--- config.mk ---
export PLATFORM = sky130hd
export DESIGN_NAME = qeip_apb_initiator
export DESIGN_NICKNAME = d
export VERILOG_FILES = /design/src/rtl/qeip_pkg.sv /design/src/rtl/apb_xfer_engine.sv /design/src/rtl/qeip_apb_initiator.sv
export SDC_FILE = /design/constraint.sdc
export NUM_CORES = 1
export LEC_CHECK = 0
export ABC_AREA = 1
export CAP_MARGIN = 20
export CORE_MARGIN = 3
export CORE_UTILIZATION = 46
export CTS_BUF_LIST = sky130_fd_sc_hd__clkbuf_8
export CTS_CLUSTER_DIAMETER = 60
export DETAILED_ROUTE_END_ITERATION = 10
export PLACE_DENSITY = 0.95
export SETUP_SLACK_MARGIN = 0.05
export SYNTH_ARGS = -nofsm -noshare
export SYNTH_HDL_FRONTEND = slang
export SYNTH_SLANG_ARGS = --single-unit
export TNS_END_PERCENT = 1
--- constraint.sdc ---
create_clock -name clk -period 2.6 [get_ports clk]
set_input_delay 0.52 -clock clk [delete_from_list [all_inputs] [get_ports clk]]
set_output_delay 0.52 -clock clk [all_outputs]
set_load 0.02 [all_outputs]
--- src/rtl/qeip_pkg.sv ---
`default_nettype none
// ============================================================================
// Module      : qeip_pkg
// Description : Definitions shared by the Grover QEIP APB responder and its
//               APB initiator: register offsets, result status codes and the
//               control / transfer state encodings.
// Revision    : 1.0 - initial release
// ============================================================================
package qeip_pkg;

    // Register map, relative to the QEIP base address
    localparam int unsigned FUNC_TABLE_OFS = 32'h0000_0000;
    localparam int unsigned ACTIVATE_OFS   = 32'h0000_0100;

    // Command result status
    typedef enum logic [1:0] {
        RES_HIT     = 2'd0,
        RES_MISS    = 2'd1,
        RES_SLVERR  = 2'd2,
        RES_TIMEOUT = 2'd3
    } res_status_t;

    // Command-level control FSM
    typedef enum logic [2:0] {
        ST_IDLE      = 3'd0,
        ST_WR_SETUP  = 3'd1,
        ST_WR_ACCESS = 3'd2,
        ST_RD_SETUP  = 3'd3,
        ST_RD_ACCESS = 3'd4,
        ST_CHECK     = 3'd5,
        ST_DONE      = 3'd6
    } ctrl_state_t;

    // Single-transfer APB phase sequencer
    typedef enum logic [1:0] {
        XF_IDLE   = 2'd0,
        XF_SETUP  = 2'd1,
        XF_ACCESS = 2'd2
    } xfer_state_t;

endpackage
`default_nettype wire

--- src/rtl/apb_xfer_engine.sv ---
`default_nettype none
// ============================================================================
// Module      : apb_xfer_engine
// Description : Runs one APB transfer (SETUP then ACCESS) per request, with a
//               wait-state timeout. All APB outputs come straight from flops.
// Revision    : 1.0 - initial release
//
// Ports
//   clk, rst            clock, synchronous active-high reset
//   req                 start a transfer; sampled in idle or on the cycle the
//                       current ACCESS completes (back-to-back via new SETUP)
//   req_addr/write/wdata transfer attributes, latched when req is taken
//   ack                 ACCESS completing this cycle (spready high)
//   ack_err             spslverr qualifying ack
//   ack_timeout         wait-state budget exhausted this cycle; bus released
//   sp*                 APB requester signals
// ============================================================================
module apb_xfer_engine
    import qeip_pkg::*;
#(
    parameter int BW_DATA = 32,
    parameter int BW_ADDR = 32,
    parameter int TIMEOUT = 1024
) (
    input  logic               clk,
    input  logic               rst,
    input  logic               req,
    input  logic [BW_ADDR-1:0] req_addr,
    input  logic               req_write,
    input  logic [BW_DATA-1:0] req_wdata,
    output logic               ack,
    output logic               ack_err,
    output logic               ack_timeout,
    output logic               spsel,
    output logic               spenable,
    output logic [BW_ADDR-1:0] spaddr,
    output logic               spwrite,
    output logic [BW_DATA-1:0] spwdata,
    input  logic               spready,
    input  logic               spslverr
);

    localparam int CNT_W = $clog2(TIMEOUT + 1);

    xfer_state_t      r_state;
    xfer_state_t      w_state_nxt;
    logic [CNT_W-1:0] r_wait_cnt;
    logic             w_load;

    always_comb begin
        w_state_nxt = r_state;
        w_load      = 1'b0;
        ack         = 1'b0;
        ack_err     = 1'b0;
        ack_timeout = 1'b0;
        case (r_state)
            XF_IDLE: begin
                if (req) begin
                    w_state_nxt = XF_SETUP;
                    w_load      = 1'b1;
                end
            end
            XF_SETUP: begin
                w_state_nxt = XF_ACCESS;
            end
            XF_ACCESS: begin
                if (spready) begin
                    ack     = 1'b1;
                    ack_err = spslverr;
                    // A follow-on request goes through its own SETUP phase
                    if (req) begin
                        w_state_nxt = XF_SETUP;
                        w_load      = 1'b1;
                    end else begin
                        w_state_nxt = XF_IDLE;
                    end
                end else if (r_wait_cnt == CNT_W'(TIMEOUT - 1)) begin
                    // This is the TIMEOUT-th unready ACCESS cycle
                    ack_timeout = 1'b1;
                    w_state_nxt = XF_IDLE;
                end
            end
            default: begin
                w_state_nxt = XF_IDLE;
            end
        endcase
    end

    always_ff @(posedge clk) begin
        if (rst) begin
            r_state    <= XF_IDLE;
            r_wait_cnt <= '0;
            spsel      <= 1'b0;
            spenable   <= 1'b0;
            spaddr     <= '0;
            spwrite    <= 1'b0;
            spwdata    <= '0;
        end else begin
            r_state  <= w_state_nxt;
            spsel    <= (w_state_nxt != XF_IDLE);
            spenable <= (w_state_nxt == XF_ACCESS);
            // Attributes only change on entry to SETUP, so they stay stable
            // through the completing ACCESS cycle.
            if (w_load) begin
                spaddr  <= req_addr;
                spwrite <= req_write;
                spwdata <= req_wdata;
            end
            if (w_state_nxt == XF_SETUP) begin
                r_wait_cnt <= '0;
            end else if (r_state == XF_ACCESS && !spready) begin
                r_wait_cnt <= r_wait_cnt + CNT_W'(1);
            end
        end
    end

endmodule
`default_nettype wire

--- src/rtl/qeip_apb_initiator.sv ---
`default_nettype none
// ============================================================================
// Module      : qeip_apb_initiator
// Description : APB requester for the Grover QEIP. Per command it writes the
//               target into the function table, then reads the activate
//               register (stalls until a measurement exists), and repeats the
//               pair until the measurement matches or the trial budget ends.
// Revision    : 1.0 - initial release
//
// Ports
//   clk, rst                 clock, synchronous active-high reset
//   cmd_valid/ready/target   command port; ready only while idle
//   res_valid                one-cycle result strobe
//   res_index                last measured value, raw sprdata[NUM_QUBIT:0]
//   res_status               0 hit, 1 miss, 2 slave error, 3 timeout
//   res_trials               write/read trials consumed
//   sp*                      APB requester interface to the QEIP
// ============================================================================
module qeip_apb_initiator
    import qeip_pkg::*;
#(
    parameter int                 BW_DATA   = 32,
    parameter int                 BW_ADDR   = 32,
    parameter int                 NUM_QUBIT = 4,
    parameter logic [BW_ADDR-1:0] BASE_ADDR = '0,
    parameter int                 MAX_TRIAL = 4,
    parameter int                 TIMEOUT   = 1024,
    localparam int                TRIAL_W   = $clog2(MAX_TRIAL + 1)
) (
    input  logic                 clk,
    input  logic                 rst,
    input  logic                 cmd_valid,
    output logic                 cmd_ready,
    input  logic [NUM_QUBIT-1:0] cmd_target,
    output logic                 res_valid,
    output logic [NUM_QUBIT:0]   res_index,
    output logic [1:0]           res_status,
    output logic [TRIAL_W-1:0]   res_trials,
    output logic                 spsel,
    output logic                 spenable,
    output logic [BW_ADDR-1:0]   spaddr,
    output logic                 spwrite,
    output logic [BW_DATA-1:0]   spwdata,
    input  logic [BW_DATA-1:0]   sprdata,
    input  logic                 spready,
    input  logic                 spslverr
);

    localparam logic [BW_ADDR-1:0] c_func_addr = BASE_ADDR + BW_ADDR'(FUNC_TABLE_OFS);
    localparam logic [BW_ADDR-1:0] c_act_addr  = BASE_ADDR + BW_ADDR'(ACTIVATE_OFS);

    ctrl_state_t          r_state;
    ctrl_state_t          w_state_nxt;
    logic [NUM_QUBIT-1:0] r_target;
    logic [NUM_QUBIT:0]   r_meas;
    logic [NUM_QUBIT:0]   w_meas_nxt;
    logic [TRIAL_W-1:0]   r_trials;
    logic [TRIAL_W-1:0]   w_trials_nxt;
    res_status_t          w_done_status;
    logic                 w_enter_done;
    logic                 w_latch_target;
    logic                 w_hit;

    logic                 w_req;
    logic                 w_req_write;
    logic [BW_ADDR-1:0]   w_req_addr;
    logic [BW_DATA-1:0]   w_req_wdata;
    logic                 w_ack;
    logic                 w_ack_err;
    logic                 w_ack_timeout;

    // Only the measurement field of the read data is meaningful
    logic                 w_unused_rdata;
    assign w_unused_rdata = ^sprdata[BW_DATA-1:NUM_QUBIT+1];

    assign cmd_ready = (r_state == ST_IDLE);

    // The target is not yet latched on the accepting cycle, so the first
    // write takes it straight from the command port.
    assign w_req_wdata = (r_state == ST_IDLE) ? BW_DATA'(cmd_target) : BW_DATA'(r_target);

    // Bit NUM_QUBIT flags an invalid measurement and never counts as a hit
    assign w_hit = !r_meas[NUM_QUBIT] && (r_meas[NUM_QUBIT-1:0] == r_target);

    always_comb begin
        w_state_nxt    = r_state;
        w_req          = 1'b0;
        w_req_write    = 1'b1;
        w_req_addr     = c_func_addr;
        w_latch_target = 1'b0;
        w_trials_nxt   = r_trials;
        w_meas_nxt     = r_meas;
        w_done_status  = RES_HIT;
        case (r_state)
            ST_IDLE: begin
                if (cmd_valid) begin
                    w_req          = 1'b1;
                    w_latch_target = 1'b1;
                    w_trials_nxt   = TRIAL_W'(1);
                    w_state_nxt    = ST_WR_SETUP;
                end
            end
            ST_WR_SETUP: begin
                w_state_nxt = ST_WR_ACCESS;
            end
            ST_WR_ACCESS: begin
                if (w_ack) begin
                    if (w_ack_err) begin
                        w_done_status = RES_SLVERR;
                        w_state_nxt   = ST_DONE;
                    end else begin
                        w_req       = 1'b1;
                        w_req_write = 1'b0;
                        w_req_addr  = c_act_addr;
                        w_state_nxt = ST_RD_SETUP;
                    end
                end else if (w_ack_timeout) begin
                    w_done_status = RES_TIMEOUT;
                    w_state_nxt   = ST_DONE;
                end
            end
            ST_RD_SETUP: begin
                w_state_nxt = ST_RD_ACCESS;
            end
            ST_RD_ACCESS: begin
                if (w_ack) begin
                    w_meas_nxt = sprdata[NUM_QUBIT:0];
                    if (w_ack_err) begin
                        w_done_status = RES_SLVERR;
                        w_state_nxt   = ST_DONE;
                    end else begin
                        w_state_nxt = ST_CHECK;
                    end
                end else if (w_ack_timeout) begin
                    w_done_status = RES_TIMEOUT;
                    w_state_nxt   = ST_DONE;
                end
            end
            ST_CHECK: begin
                if (w_hit) begin
                    w_done_status = RES_HIT;
                    w_state_nxt   = ST_DONE;
                end else if (r_trials == TRIAL_W'(MAX_TRIAL)) begin
                    w_done_status = RES_MISS;
                    w_state_nxt   = ST_DONE;
                end else begin
                    // Rewrite the function table before every trial
                    w_trials_nxt = r_trials + TRIAL_W'(1);
                    w_req        = 1'b1;
                    w_state_nxt  = ST_WR_SETUP;
                end
            end
            ST_DONE: begin
                w_state_nxt = ST_IDLE;
            end
            default: begin
                w_state_nxt = ST_IDLE;
            end
        endcase
    end

    // DONE always returns to IDLE, so any transition into DONE is an entry
    assign w_enter_done = (w_state_nxt == ST_DONE);

    always_ff @(posedge clk) begin
        if (rst) begin
            r_state    <= ST_IDLE;
            r_target   <= '0;
            r_meas     <= '0;
            r_trials   <= '0;
            res_valid  <= 1'b0;
            res_index  <= '0;
            res_status <= '0;
            res_trials <= '0;
        end else begin
            r_state   <= w_state_nxt;
            r_meas    <= w_meas_nxt;
            r_trials  <= w_trials_nxt;
            res_valid <= w_enter_done;
            if (w_latch_target) begin
                r_target <= cmd_target;
            end
            // Result registers only move when a command finishes
            if (w_enter_done) begin
                res_index  <= w_meas_nxt;
                res_status <= w_done_status;
                res_trials <= r_trials;
            end
        end
    end

    apb_xfer_engine #(
        .BW_DATA (BW_DATA),
        .BW_ADDR (BW_ADDR),
        .TIMEOUT (TIMEOUT)
    ) u_xfer (
        .clk         (clk),
        .rst         (rst),
        .req         (w_req),
        .req_addr    (w_req_addr),
        .req_write   (w_req_write),
        .req_wdata   (w_req_wdata),
        .ack         (w_ack),
        .ack_err     (w_ack_err),
        .ack_timeout (w_ack_timeout),
        .spsel       (spsel),
        .spenable    (spenable),
        .spaddr      (spaddr),
        .spwrite     (spwrite),
        .spwdata     (spwdata),
        .spready     (spready),
        .spslverr    (spslverr)
    );

endmodule
`default_nettype wire

==> results.rst <==
.. list-table::
   :header-rows: 1

   * - Metric
     - Value
   * - Setup Slack @ Placement
     - 224.6 ps
   * - First drt pass iteration count
     - 4
   * - TritonCTS clock tree
     - built
   * - Count of input and output buffers
     - 33
   * - Count of final hold-check violations
     - 0
   * - Part of the Yosys area used for sequential elements
     - 35.52%
   * - Post-Synthesis Mean Instance Area
     - 7.159 um^2
   * - Share of async-settable or async-resettable flops after synthesis
     - 0%
   * - Register clock-pin slew on the reported worst setup and hold paths
     - 90 ps
   * - Capturing instance or port of the critical path
     - cmd_ready
   * - Max Clock Freq
     - 441.3 MHz
   * - Inst Count DP
     - 470
   * - EDFF count, synth
     - 0
   * - Number of rows in the core area
     - 27
   * - Signed area change from the synthesized netlist to the final layout
     - 11.86%
   * - Kind of start point of the critical path
     - flop
   * - CP Class
     - flop to output port
   * - Number of antenna violations at the first check in global routing
     - 0
   * - Arrival time worst endpoint
     - 1750 ps
   * - Routed length per instance
     - 10.12 um
   * - Area of the core region
     - 5540 um^2
   * - Total Neg Setup Slack
     - 0 ps
   * - FF-to-FF End
     - u_xfer.r_wait_cnt[2]$_SDFFE_PP0P_
   * - GRT Total Usage
     - 14.67%
   * - Count of inserted antenna diode cells
     - 0
   * - Hold bufs inserted after CTS
     - 0
   * - Most instantiated flip-flop cell in the synthesis netlist
     - sky130_fd_sc_hd__dfxtp_1
   * - Per-cell via count in the routed design
     - 4.441
   * - Maximum clock skew at final layout
     - 11.37 ps
   * - Total setup buffers inserted after CTS
     - 0
   * - Bufs on Longest Clock Path
     - 2
   * - Post-synthesis instance area
     - 2649 um^2
   * - Grt total ovfl
     - 0
   * - Gate Count Post-Synth
     - 370
   * - Wire length of the first global-routing pass
     - 7.838 mm
   * - X dimension of the die
     - 81.89 um
   * - Largest net degree at the start of global routing
     - 22
   * - Type of element capturing the critical path
     - output port
   * - Synthesis warning total
     - 0
   * - Hold Slack
     - 472.8 ps
   * - Crit path setup slack, layout
     - 334.0 ps
   * - Count of different cell masters after synthesis
     - 35
   * - FF-to-FF Start
     - r_state[2]$_SDFF_PP0_
   * - Post-synthesis sequential element count
     - 47
   * - Routed Wire Length
     - 4.835 mm
   * - Core occupancy in the finished layout
     - 53.48%
   * - Area of the die
     - 6705 um^2
   * - IO Count
     - 120
   * - Count of cells along the worst register-to-register path
     - 8
   * - DRC violation total after the first TritonRoute iteration
     - 131
   * - Number of buffers created by CTS
     - 5
   * - Critical path data required time
     - 2080 ps
   * - Num Clock Sinks
     - 47
   * - Die span in y
     - 81.89 um
   * - Timing startpoint of the critical path
     - r_state[2]$_SDFF_PP0_
   * - Unrepaired setup endpoints after global routing
     - false
   * - Power density cells
     - 602.1 nW/um^2
   * - Hold Path Origin
     - u_xfer.spwdata[1]$_SDFFE_PP0P_
   * - Final critical-path share of the clock period
     - 87.15%
   * - Type of the most critical hold path
     - flop to flop
   * - Worst vdd rail ir drop
     - 404.3 uV
   * - Final standard cell count with taps included and fillers excluded
     - 478
   * - Skew-Pair Late Insertion Delay
     - 300 ps
   * - Setup slack of the worst register-to-register path
     - 440 ps
   * - Remaining routing DRC violations
     - 0
   * - Post-layout nets
     - 449
   * - Via Count
     - 2123
   * - Pins over their slew limit
     - 0
   * - Minimum clock period
     - 2266 ps
   * - Post-DP HPWL
     - 3.802 mm
   * - Maximum fanout along the worst path
     - 4
   * - Fraction of layout instances using a drive strength above 1
     - 7.143%
   * - Number of maximum-capacitance violations
     - 0
   * - H-tree depth
     - 2
   * - Clock root buffer master
     - sky130_fd_sc_hd__clkbuf_8
   * - Routability congestion estimate from global placement
     - 0.8103
   * - Number of failing setup endpoints in the final timing report
     - 0
   * - Number of routed nets with antenna violations
     - 0
   * - Result of the run
     - finished, final reports clean
   * - Starting density of the core
     - 47.81%
   * - Number of global-route vias before repair
     - 1928
   * - Count of instances resized after the clock tree is built
     - 0
   * - Static leakage
     - 1.406 nW
[sequential cells by signal, indices dropped and copies added (netlist names), 2 cells and up]
name and flops:
r_meas 5, r_target 4, res_status 2, u_xfer.spwdata 4, res_index 5, r_state 3, u_xfer.r_wait_cnt 11, u_xfer.r_state 2
res_trials 3, r_trials 3
[kinds of logic (layout without fill, tap and decap cells)]
kind of cell / Yosys count / in the layout / share of synthesized area, %
AOI/OAI and AO/OA: 32 / 32 / 6.660
xor gates and xnor gates: 8 / 8 / 2.645
adders and majority gates: 3 / 3 / 1.417
buffers and inverters: 114 / 92 / 24.99
DFF: 47 / 47 / 35.52
muxes: 2 / 2 / 0.7558
other: 1 / 59 / 0.1416
and+or+nand+nor: 163 / 163 / 27.87
[worst min path at each step]
stage                     depth (start not counted)  slack [ps]                              to
after floorplan                                   2         450        r_target[3]$_SDFFE_PP0P_
after global placement                            2         450     u_xfer.spwrite$_SDFFE_PP0P_
after detailed placement                          2         470  u_xfer.spwdata[1]$_SDFFE_PP0P_
after CTS                                         2         480  u_xfer.spwdata[1]$_SDFFE_PP0P_
after global routing                              2         510  u_xfer.spwdata[3]$_SDFFE_PP0P_
final                                             2         470  u_xfer.spwdata[1]$_SDFFE_PP0P_
[cells in the mapped netlist, types with 2 or more instances]
master	n	area share (%)
sky130_fd_sc_hd__nand3_1	17	3.2
sky130_fd_sc_hd__a21oi_1	12	2.3
sky130_fd_sc_hd__clkbuf_1	3	0.43
sky130_fd_sc_hd__o21ai_0	9	1.7
sky130_fd_sc_hd__o21ai_1	3	0.57
sky130_fd_sc_hd__nor3_1	4	0.76
sky130_fd_sc_hd__nand4_1	6	1.4
sky130_fd_sc_hd__nand2_1	75	11
sky130_fd_sc_hd__xnor2_1	5	1.7
sky130_fd_sc_hd__nor3b_1	2	0.57
sky130_fd_sc_hd__inv_1	41	5.8
sky130_fd_sc_hd__nor3_2	3	1.1
sky130_fd_sc_hd__xor2_1	3	0.99
sky130_fd_sc_hd__a31oi_1	3	0.71
sky130_fd_sc_hd__inv_2	7	0.99
sky130_fd_sc_hd__mux2i_1	2	0.76
sky130_fd_sc_hd__ha_1	3	1.4
sky130_fd_sc_hd__buf_2	2	0.38
sky130_fd_sc_hd__dfxtp_1	47	36
sky130_fd_sc_hd__nor2_1	47	6.7
sky130_fd_sc_hd__a211oi_1	4	1.1
sky130_fd_sc_hd__buf_4	59	17
[layer usage]
metal	global-route usage, %	part of all wire (%)	vias up
met2	27.30	50	67
li1	-	-	1103
met4	4.485	0.62	0
met5	0	0	-
met3	3.070	6.9	4
met1	16.58	43	949
[cell usage in the layout (no fill, tap or decap), drive strengths merged, types with 6 or more instances in the layout]
cell type      count
nand3             19
a21oi             12
nor3               8
clkdlybuf4s50     33
nor2              48
conb              59
nand2             77
nand4              6
o21ai             12
dfxtp             47
inv               49
[power by group]
part	switching [mW]	total [mW]	internal, mW
logic	0.262	0.377	0.115
registers	0.0248	0.780	0.755
clock network	0.244	0.627	0.383
total	0.530	1.78	1.25
[worst max-delay path, stage by stage, from the launching register on]
cell and delay, ps:
sky130_fd_sc_hd__dfxtp_1 360, sky130_fd_sc_hd__nor3_1 400, sky130_fd_sc_hd__clkdlybuf4s50_1 690
[metrics by stage]
step	cell area [um^2]	power [mW]
6_report	2963	1.784
5_1_grt	2963	1.871
4_1_cts	2963	1.793
3_5_place_dp	2826	1.171
3_3_place_gp	2826	1.160
2_1_floorplan	2867	1.132
[cell type report]
class,count,area (um^2)
Multi-Input combinational cell,267,1264
Sequential cell,47,940.9
Tap cell,72,90.09
Fill cell,539,2577
Clock buffer,5,68.82
Timing Repair Buffer,35,345.3
Inverter,49,186.4
Clock inverter,3,67.56
Power figures use the tool's default switching activity.
